**src/rtl/ex_mdu_if.sv**
```systemverilog
// Request/result bundle between the EX stage and the iterative multiply/divide unit.
interface ex_mdu_if #(parameter int BUS_SIZE = 32);
    logic                i_flush;
    logic                i_start;
    logic [2:0]          i_op;
    logic [BUS_SIZE-1:0] i_data_a;
    logic [BUS_SIZE-1:0] i_data_b;
    logic                o_busy;
    logic                o_done;
    logic [BUS_SIZE-1:0] o_hi;
    logic [BUS_SIZE-1:0] o_lo;

    modport master (output i_flush, i_start, i_op, i_data_a, i_data_b,
                    input  o_busy, o_done, o_hi, o_lo);
    modport slave  (input  i_flush, i_start, i_op, i_data_a, i_data_b,
                    output o_busy, o_done, o_hi, o_lo);
endinterface

```
**src/rtl/ex_mdu.sv**
```systemverilog
// Iterative MULT/MULTU/DIV/DIVU unit holding HI/LO; also executes MTHI/MTLO.
// Divider datapath is only built when EX_MDU_DIV_EN is defined.
module ex_mdu #(
    parameter int BUS_SIZE       = 32,
    parameter int BITS_PER_CYCLE = 1
) (
    input  logic      i_clk,
    input  logic      i_reset,
    ex_mdu_if.slave   bus
);
    localparam int N  = BUS_SIZE / BITS_PER_CYCLE;
    localparam int CW = $clog2(N) + 1;

    localparam logic [2:0] OP_MULT  = 3'b000;
    localparam logic [2:0] OP_MULTU = 3'b001;
    localparam logic [2:0] OP_DIV   = 3'b010;
    localparam logic [2:0] OP_DIVU  = 3'b011;
    localparam logic [2:0] OP_MTHI  = 3'b100;
    localparam logic [2:0] OP_MTLO  = 3'b101;

    typedef enum logic [1:0] {S_IDLE, S_CALC, S_FIX} state_t;

    state_t                state;
    logic [CW-1:0]         cnt;
    logic [2*BUS_SIZE-1:0] acc, acc_nxt;
    logic [BUS_SIZE-1:0]   opnd;
    logic                  is_div_r, sgn_a, sgn_b;
    logic                  busy_r, done_r;
    logic [BUS_SIZE-1:0]   hi_r, lo_r;

    logic                  op_mul, op_div, op_signed;
    logic [BUS_SIZE-1:0]   mag_a, mag_b;
    logic [BUS_SIZE:0]     sum;
    logic [2*BUS_SIZE-1:0] prod_fix;
    logic [BUS_SIZE-1:0]   quo, rem, div_lo, div_hi;

    assign op_mul    = (bus.i_op == OP_MULT) || (bus.i_op == OP_MULTU);
`ifdef EX_MDU_DIV_EN
    assign op_div    = (bus.i_op == OP_DIV) || (bus.i_op == OP_DIVU);
`else
    assign op_div    = 1'b0;
`endif
    assign op_signed = (bus.i_op == OP_MULT) || (bus.i_op == OP_DIV);
    assign mag_a     = (op_signed && bus.i_data_a[BUS_SIZE-1]) ? -bus.i_data_a : bus.i_data_a;
    assign mag_b     = (op_signed && bus.i_data_b[BUS_SIZE-1]) ? -bus.i_data_b : bus.i_data_b;

`ifdef EX_MDU_DIV_EN
    logic [BUS_SIZE:0] trial;
`endif

    // acc holds {upper,multiplier} for multiply (shifts right) and {rem,quotient} for divide (shifts left).
    always_comb begin
        acc_nxt = acc;
        sum     = '0;
`ifdef EX_MDU_DIV_EN
        trial   = '0;
`endif
        for (int k = 0; k < BITS_PER_CYCLE; k++) begin
            if (is_div_r) begin
`ifdef EX_MDU_DIV_EN
                trial = acc_nxt[2*BUS_SIZE-1:BUS_SIZE-1] - {1'b0, opnd};
                if (!trial[BUS_SIZE])
                    acc_nxt = {trial[BUS_SIZE-1:0], acc_nxt[BUS_SIZE-2:0], 1'b1};
                else
                    acc_nxt = {acc_nxt[2*BUS_SIZE-2:0], 1'b0};
`endif
            end else begin
                sum     = {1'b0, acc_nxt[2*BUS_SIZE-1:BUS_SIZE]} +
                          (acc_nxt[0] ? {1'b0, opnd} : '0);
                acc_nxt = {sum, acc_nxt[BUS_SIZE-1:1]};
            end
        end
    end

    // A zero divisor leaves the quotient all ones and the remainder equal to the dividend;
    // the remainder's dividend-sign fix restores the raw i_data_a, only LO needs overriding.
    assign prod_fix = (sgn_a ^ sgn_b) ? -acc : acc;
    assign quo      = acc[BUS_SIZE-1:0];
    assign rem      = acc[2*BUS_SIZE-1:BUS_SIZE];
    assign div_lo   = (opnd == '0) ? '1 : ((sgn_a ^ sgn_b) ? -quo : quo);
    assign div_hi   = sgn_a ? -rem : rem;

    always_ff @(posedge i_clk) begin
        if (i_reset) begin
            state    <= S_IDLE;
            cnt      <= '0;
            acc      <= '0;
            opnd     <= '0;
            is_div_r <= 1'b0;
            sgn_a    <= 1'b0;
            sgn_b    <= 1'b0;
            busy_r   <= 1'b0;
            done_r   <= 1'b0;
            hi_r     <= '0;
            lo_r     <= '0;
        end else begin
            done_r <= 1'b0;
            case (state)
                S_IDLE: begin
                    if (bus.i_start && !bus.i_flush) begin
                        if (op_mul || op_div) begin
                            state    <= S_CALC;
                            busy_r   <= 1'b1;
                            cnt      <= '0;
                            is_div_r <= op_div;
                            sgn_a    <= op_signed && bus.i_data_a[BUS_SIZE-1];
                            sgn_b    <= op_signed && bus.i_data_b[BUS_SIZE-1];
                            opnd     <= op_div ? mag_b : mag_a;
                            acc      <= {{BUS_SIZE{1'b0}}, (op_div ? mag_a : mag_b)};
                        end else if (bus.i_op == OP_MTHI) begin
                            hi_r <= bus.i_data_a;
                        end else if (bus.i_op == OP_MTLO) begin
                            lo_r <= bus.i_data_a;
                        end
                    end
                end
                S_CALC: begin
                    if (bus.i_flush) begin
                        state  <= S_IDLE;
                        busy_r <= 1'b0;
                    end else begin
                        acc <= acc_nxt;
                        cnt <= cnt + CW'(1);
                        if (cnt == CW'(N - 1))
                            state <= S_FIX;
                    end
                end
                S_FIX: begin
                    state  <= S_IDLE;
                    busy_r <= 1'b0;
                    if (!bus.i_flush) begin
                        done_r <= 1'b1;
                        if (is_div_r) begin
                            hi_r <= div_hi;
                            lo_r <= div_lo;
                        end else begin
                            hi_r <= prod_fix[2*BUS_SIZE-1:BUS_SIZE];
                            lo_r <= prod_fix[BUS_SIZE-1:0];
                        end
                    end
                end
                default: begin
                    state  <= S_IDLE;
                    busy_r <= 1'b0;
                end
            endcase
        end
    end

    assign bus.o_busy = busy_r;
    assign bus.o_done = done_r;
    assign bus.o_hi   = hi_r;
    assign bus.o_lo   = lo_r;
endmodule

```
**src/flat_wrapper.sv**
```systemverilog
// flat-port wrapper written by rule: the top's interface ports become plain ports
module ex_mdu_flat 
#(
    parameter int BUS_SIZE       = 32,
    parameter int BITS_PER_CYCLE = 1
)
  (i_clk, i_reset, bus_i_flush, bus_i_start, bus_i_op, bus_i_data_a, bus_i_data_b, bus_o_busy, bus_o_done, bus_o_hi, bus_o_lo);
  ex_mdu_if #(.BUS_SIZE(BUS_SIZE)) bus_i ();
  input  logic i_clk;
  input  logic i_reset;
  input wire logic [$bits(bus_i.i_flush)-1:0] bus_i_flush;
  input wire logic [$bits(bus_i.i_start)-1:0] bus_i_start;
  input wire logic [$bits(bus_i.i_op)-1:0] bus_i_op;
  input wire logic [$bits(bus_i.i_data_a)-1:0] bus_i_data_a;
  input wire logic [$bits(bus_i.i_data_b)-1:0] bus_i_data_b;
  output wire logic [$bits(bus_i.o_busy)-1:0] bus_o_busy;
  output wire logic [$bits(bus_i.o_done)-1:0] bus_o_done;
  output wire logic [$bits(bus_i.o_hi)-1:0] bus_o_hi;
  output wire logic [$bits(bus_i.o_lo)-1:0] bus_o_lo;
  assign bus_i.i_flush = bus_i_flush;
  assign bus_i.i_start = bus_i_start;
  assign bus_i.i_op = bus_i_op;
  assign bus_i.i_data_a = bus_i_data_a;
  assign bus_i.i_data_b = bus_i_data_b;
  assign bus_o_busy = bus_i.o_busy;
  assign bus_o_done = bus_i.o_done;
  assign bus_o_hi = bus_i.o_hi;
  assign bus_o_lo = bus_i.o_lo;
  ex_mdu #(.BUS_SIZE(BUS_SIZE), .BITS_PER_CYCLE(BITS_PER_CYCLE)) u_core (.i_clk(i_clk), .i_reset(i_reset), .bus(bus_i));
endmodule
```
**config.mk**
```make
export PLATFORM = sky130hd
export DESIGN_NAME = ex_mdu_flat
export DESIGN_NICKNAME = d
export VERILOG_FILES = /design/src/rtl/ex_mdu_if.sv /design/src/rtl/ex_mdu.sv /design/src/flat_wrapper.sv
export SDC_FILE = /design/constraint.sdc
export NUM_CORES = 1
export LEC_CHECK = 0
export BUFFER_PORTS_ARGS = -buffer_cell sky130_fd_sc_hd__buf_2
export CAP_MARGIN = 30
export CORE_ASPECT_RATIO = 0.6
export CORE_UTILIZATION = 41
export CTS_CLUSTER_SIZE = 16
export DETAILED_ROUTE_END_ITERATION = 10
export SYNTH_ARGS = -nofsm -noshare
export SYNTH_HDL_FRONTEND = slang
export SYNTH_SLANG_ARGS = --single-unit
```
**constraint.sdc**
```tcl
create_clock -name i_clk -period 8.2 [get_ports i_clk]
set_clock_uncertainty 0.1 [all_clocks]
set_input_delay 0.82 -clock i_clk [delete_from_list [all_inputs] [get_ports i_clk]]
set_output_delay 0.82 -clock i_clk [all_outputs]
set_load 0.05 [all_outputs]
```
# Yosys cells after proc, flatten, opt, wreduce, memory -nomap -nowiden

Cells that the tools add are included.

Register bits after elaboration: 172
Word-level logic and storage cells: 84

Add/sub/neg operators: 5
Equality and inequality tests: 17
Multiplexer cells: 33
Bitwise gates (word level): 2
Reduce and logical (&&, ||, !) cells: 17

Operators by type and width:

| kind                                           | number |
|---|---|
| 2-to-1 mux 32 bit                              | 12 |
| 2-to-1 mux 64 bit                              | 4 |
| case mux 32 bit (2 select lines)               | 2 |
| case mux 64 bit (2 select lines)               | 1 |
| negator 32 bit                                 | 2 |
| negator 64 bit                                 | 1 |
| adder 32 x 33 -> 33 bit                        | 1 |
| 2-to-1 mux 6 bit                               | 3 |
| case mux 6 bit (2 select lines)                | 1 |
| != test 2 bit (second input constant)          | 5 |
| AND reduction 3 bit                            | 3 |
| 2-to-1 mux 2 bit                               | 4 |
| != test 2 x 1 -> 1 bit (second input constant) | 4 |
| adder 6 x 1 -> 6 bit (second input constant)   | 1 |
| == test 3 bit (second input constant)          | 2 |
| == test 6 x 5 -> 1 bit (second input constant) | 1 |
| AND reduction 6 bit                            | 1 |
| AND reduction 5 bit                            | 1 |
| 2-to-1 mux 1 bit                               | 4 |
| case mux 2 bit (2 select lines)                | 1 |
| AND reduction 4 bit                            | 1 |
| nonzero test 2 bit                             | 2 |
| == test 3 x 1 -> 1 bit (second input constant) | 1 |
| == test 3 x 2 -> 1 bit (second input constant) | 1 |
| 12 further kinds                               | 15 |

# Longest topological paths before layout

Depth after elaboration: 7
Mapped depth: 15
Gate-level depth less buffers: 13

# Worst setup path before layout

No wires, ideal clock.

Path type: reg-to-reg
From: reg u_core.acc[0]
To: reg u_core.acc[62]
Setup time: 0.117 ns
Data arrival time: 3.172 ns
Required time: 7.983 ns
Setup slack: 4.811 ns
Cell stages (with the launch flop): 14
Buffers on the path: 2
Cell sequence: dfxtp_1 > clkbuf_1 > clkbuf_1 > and2_1 > ha_1 > a211oi_1 > o21ai_0 > o211a_1 > a311o_1 > a21oi_1 > o221ai_1 > a2111oi_0 > xnor2_1 > a22o_1

Longest elaborated chain between the ends: 4

Ends and longest elaborated chain:

| what                             | RTL line      | text |
|---|---|---|
| start: declaration               | ex_mdu.sv:25  | `logic [2*BUS_SIZE-1:0] acc, acc_nxt;` |
| start signal: assignment         | ex_mdu.sv:109 | `acc <= {{BUS_SIZE{1'b0}}, (op_div ? mag_a : mag_b)};` |
| start signal: assignment         | ex_mdu.sv:122 | `acc <= acc_nxt;` |
| 2-to-1 mux 32 bit                | ex_mdu.sv:69  | `(acc_nxt[0] ? {1'b0, opnd} : '0);` |
| adder 32 x 33 -> 33 bit          | ex_mdu.sv:68  | `sum = {1'b0, acc_nxt[2*BUS_SIZE-1:BUS_SIZE]} +` |
| 2-to-1 mux 64 bit                | ex_mdu.sv:118 | `if (bus.i_flush) begin` |
| case mux 64 bit (2 select lines) | ex_mdu.sv:98  | `case (state)` |

No other way between the ends. The select of a mux whose other input is x is not followed.
A chain may end at the register's enable or synchronous reset.

# Worst setup path in the final report

From: reg u_core.acc[0]
To: reg u_core.acc[57]

Same word-level chain as after synthesis.

==> results.yml <==
synthesis:
  synth_edf_count: 0
  synth_simple_gate_area_share_pct: 23.6
  synth_area_um2: 11400
  synth_seq_cells: 172
  synth_compound_area_share_pct: 26.8
  synthFlopType: "dfxtp_1"
  synthXorXnorAreaFrac_pct: 10.6
  synthAdderAreaFrac_pct: 4.14
  yosys-mux-area-fraction_pct: 0.451
  seq_area_frac_synth_pct: 30.3
  ys_async_sr_fraction_pct: 0
  synth_top_family_by_area: "compound AO/OA/AOI/OAI gates"
  yosys_warnings: 0
  synth_cell_types: 69
  syn-num-nets: 1628
  syn_avg_cell_area_um2: 7.48
  syn_inst: 1520
cells_and_area:
  syn_to_final_growth_pct: 13.8
  stdcell_count: 1971
  fill_cells: 2706
  fin_nets: 1704
  final_area_um2: 12900
  drive_gt1_share_pct: 13.2
sta:
  tightest_slew_ns: 0.955
  fin_crit_ns: 3.88
  hold_ws_ns: 0.357
  final_max_slew_viol_count: 0
  hold_viol_final: 0
  setup_tns_ns: 0
  fmax_ghz: 0.258
  layout_worst_path_cycle_share_pct: 47.3
  setup_ws_ns: 4.32
  relSlewSlack_pct: 35.5
  setup_viol: 0
  rsz0062_at_grt: "false"
worst_setup_path:
  r2r-start: "u_core.acc[0]$_SDFFE_PP0P_"
  cp_cell_sequence: "buf_16 -> and2_1 -> ha_1 -> inv_1 -> fa_1 -> nand2b_1 -> a21oi_1 -> o21ai_0 -> a21oi_1 -> o21ai_0 -> a21oi_1 -> a31oi_1 -> xnor2_1 -> a22o_1"
  startpoint: "u_core.acc[0]$_SDFFE_PP0P_"
  critPathKind: "flip-flop to flip-flop"
  startpoint_type: "flip-flop"
  path_depth: 14
  cpMostUsedCell: "a21oi_1"
  crit_buf_inv: 2
  end_kind: "flip-flop"
  crit_family: "compound AO/OA/AOI/OAI gates"
  worstPathArrival_ns: 4.14
  crit_required_ns: 8.46
  reg2reg_depth: 14
  crit_fanout: 32
  slowest_delay_ns: 0.56
  crit_slowest_cell: "a21oi_1"
placed_design:
  post-place-ws_ns: 4.31
  placement.cell_area_um2: 12400
  place_congestion: 1.01
  placed_cells: 1937
  numPortBuffers: 136
  hpwl_um: 32300
drt:
  drc: 0
  drt_iter0_markers: 1578
  drt-total-wl_um: 41900
  via_count: 11800
  avgViaCountPerCell: 6.00
  first_pass_iters: 8
  route.detailed.wl_per_inst_um: 21.3
  ant_nets: 0
floorplan:
  io_pins: 137
  core_area_um2: 26800
  die-area_um2: 28400
  num_rows: 46
  fp.dieW_um: 217
  die_h_um: 131
  start_util_pct: 42.4
power_and_ir_drop:
  power_per_cell_area_nw_per_um2: 152
  peakVddDrop_v: 0.000110
  p_leak_uw: 0.00514
clock_network:
  cts_setup_buffers: 0
  clock-root-buffer: "clkbuf_16"
  clock_latency_ns: 0.46
  ctsHtreeMaxLevel: 4
  ctsHoldBuffers: 0
  clkSlewWorstSetupHoldPaths_ns: 0.08
  cts-resized-gates: 0
  cts_tree: "yes"
  clk_path_buf_depth: 2
  clock_sinks: 172
  cts_made_buffers: 17
grt:
  gr-usage-met2_pct: 37.9
  grt_pass1_vias: 10400
  grt_max_degree: 80
  grt_pass1_wl_um: 63000
  overflow: 0
  track_usage_pct: 29.6
  grt_use_met3_pct: 8.01
  antenna_found_initial: 2
  busiest_layer: "met1"
  globalRouteMet1Util_pct: 46.1
run_status:
  status: "finished, final reports clean"
hold_path:
  min_from: "u_core.bus.o_hi[0]$_SDFFE_PP0P_"
  hold_path.class: "flip-flop to flip-flop"
  hold_depth: 2
flow_run:
  drv_cap: 0
==> registers in the layout, indices dropped and copies added, names as in the netlist <==
signal             flops
u_core.bus.o_hi       32
u_core.sgn_a           1
u_core.bus.o_lo       32
u_core.bus.o_busy      1
u_core.cnt             6
u_core.sgn_b           1
u_core.acc            64
u_core.opnd           32
u_core.bus.o_done      1
u_core.state           2
==> worst reg2reg max path, delay by kind of cell (launching register included) <==
kind,cells,cell delay [ns]
compound gates,7,1.86
xor+xnor,1,0.16
fa+ha+maj,2,0.53
buf+inv,2,0.28
flops,1,0.54
simple gates,2,0.34
==> report_power, final <==
part,switching [uW],internal [uW]
sequential,20.5,852
combinational,196,92.4
clock,404,404
==> through the flow <==
stage                     total power (uW)  util, %
after CTS                             1970     48.2
after detailed placement              1170     46.1
final                                 1970     48.2
after floorplan                       1070        -
after global routing                  2040     48.2
after global placement                1170     46.0
==> cell type report <==
| class | instances | area (um2) | share of cell area [%] |
|---|---|---|---|
| diodes | 2 | 5.00 | 0.0387 |
| clock buffers | 17 | 425 | 3.29 |
| clock inverters | 15 | 141 | 1.09 |
| inverters | 27 | 101 | 0.784 |
| multi-input cells | 1225 | 7530 | 58.3 |
| flip-flops and latches | 172 | 3440 | 26.6 |
| well taps | 360 | 450 | 3.48 |
| repair buffers | 153 | 831 | 6.43 |
==> cells by family (layout without fill, tap and decap cells) <==
group                      after synthesis  in the layout
and+or+nand+nor                        571            571
AOI/OAI and AO/OA                      475            475
DFF                                    172            172
xor gates and xnor gates               137            137
buffers and inverters                  123            212
adders and majority gates               37             37
muxes                                    5              5
other                                    0              2
==> cell usage after synthesis (13+ instances only) <==
cell type / number / share of area, %
nor3_1: 45 / 2.0
a22o_1: 19 / 1.5
nor2_1: 245 / 8.1
a22oi_1: 14 / 0.92
ha_1: 36 / 4.0
a211oi_1: 83 / 5.5
clkbuf_1: 88 / 2.9
o21ai_0: 74 / 3.3
nand3_1: 24 / 1.1
xnor2_1: 69 / 5.3
inv_1: 27 / 0.89
nand2_1: 119 / 3.9
a21oi_1: 167 / 7.4
o31ai_1: 21 / 1.4
and3_1: 13 / 0.72
xor2_1: 68 / 5.2
dfxtp_1: 172 / 30
a31oi_1: 17 / 0.94
nand2b_1: 16 / 0.88
and2_1: 38 / 2.1
or3_1: 15 / 0.83
==> metal layers <==
layer  wire [um]  share of wire, %
met1       21200                51
met2       15500                37
met3        4430                11
met4         793               1.9
met5           0                 0
==> placed cells by master, fill, tap and decap left out, types with 4 or more instances in the layout <==
master and n:
a2111oi_0 4, a211oi_1 83, a21o_1 10, a21oi_1 167
a221oi_1 5, a22o_1 19, a22oi_1 14, a311oi_1 7
a31oi_1 17, a32o_1 6, and2_1 38, and3_1 13
buf_2 135, buf_4 17, clkbuf_16 17, dfxtp_1 172
ha_1 36, inv_1 27, inv_6 8, mux2i_1 4
nand2_1 119, nand2b_1 15, nand3_1 24, nand3b_1 4
nand4_1 9, nor2_1 244, nor2b_1 7, nor3_1 44
nor4_1 12, o211ai_1 6, o21a_1 5, o21ai_0 74
o21bai_1 5, o31ai_1 21, o41ai_1 12, or3_1 15
or4_1 6, xnor2_1 68, xor2_1 67
==> worst paths after layout <==
check,endpoint,slack [ns]
worst min-delay path,u_core.bus.o_hi[0]$_SDFFE_PP0P_,0.36
worst max register to register,u_core.acc[57]$_SDFFE_PP0P_,4.32
worst max-delay path,u_core.acc[57]$_SDFFE_PP0P_,4.32
worst min register to register,u_core.bus.o_hi[0]$_SDFFE_PP0P_,0.36
No activity file was read; power rests on OpenSTA's default activity.
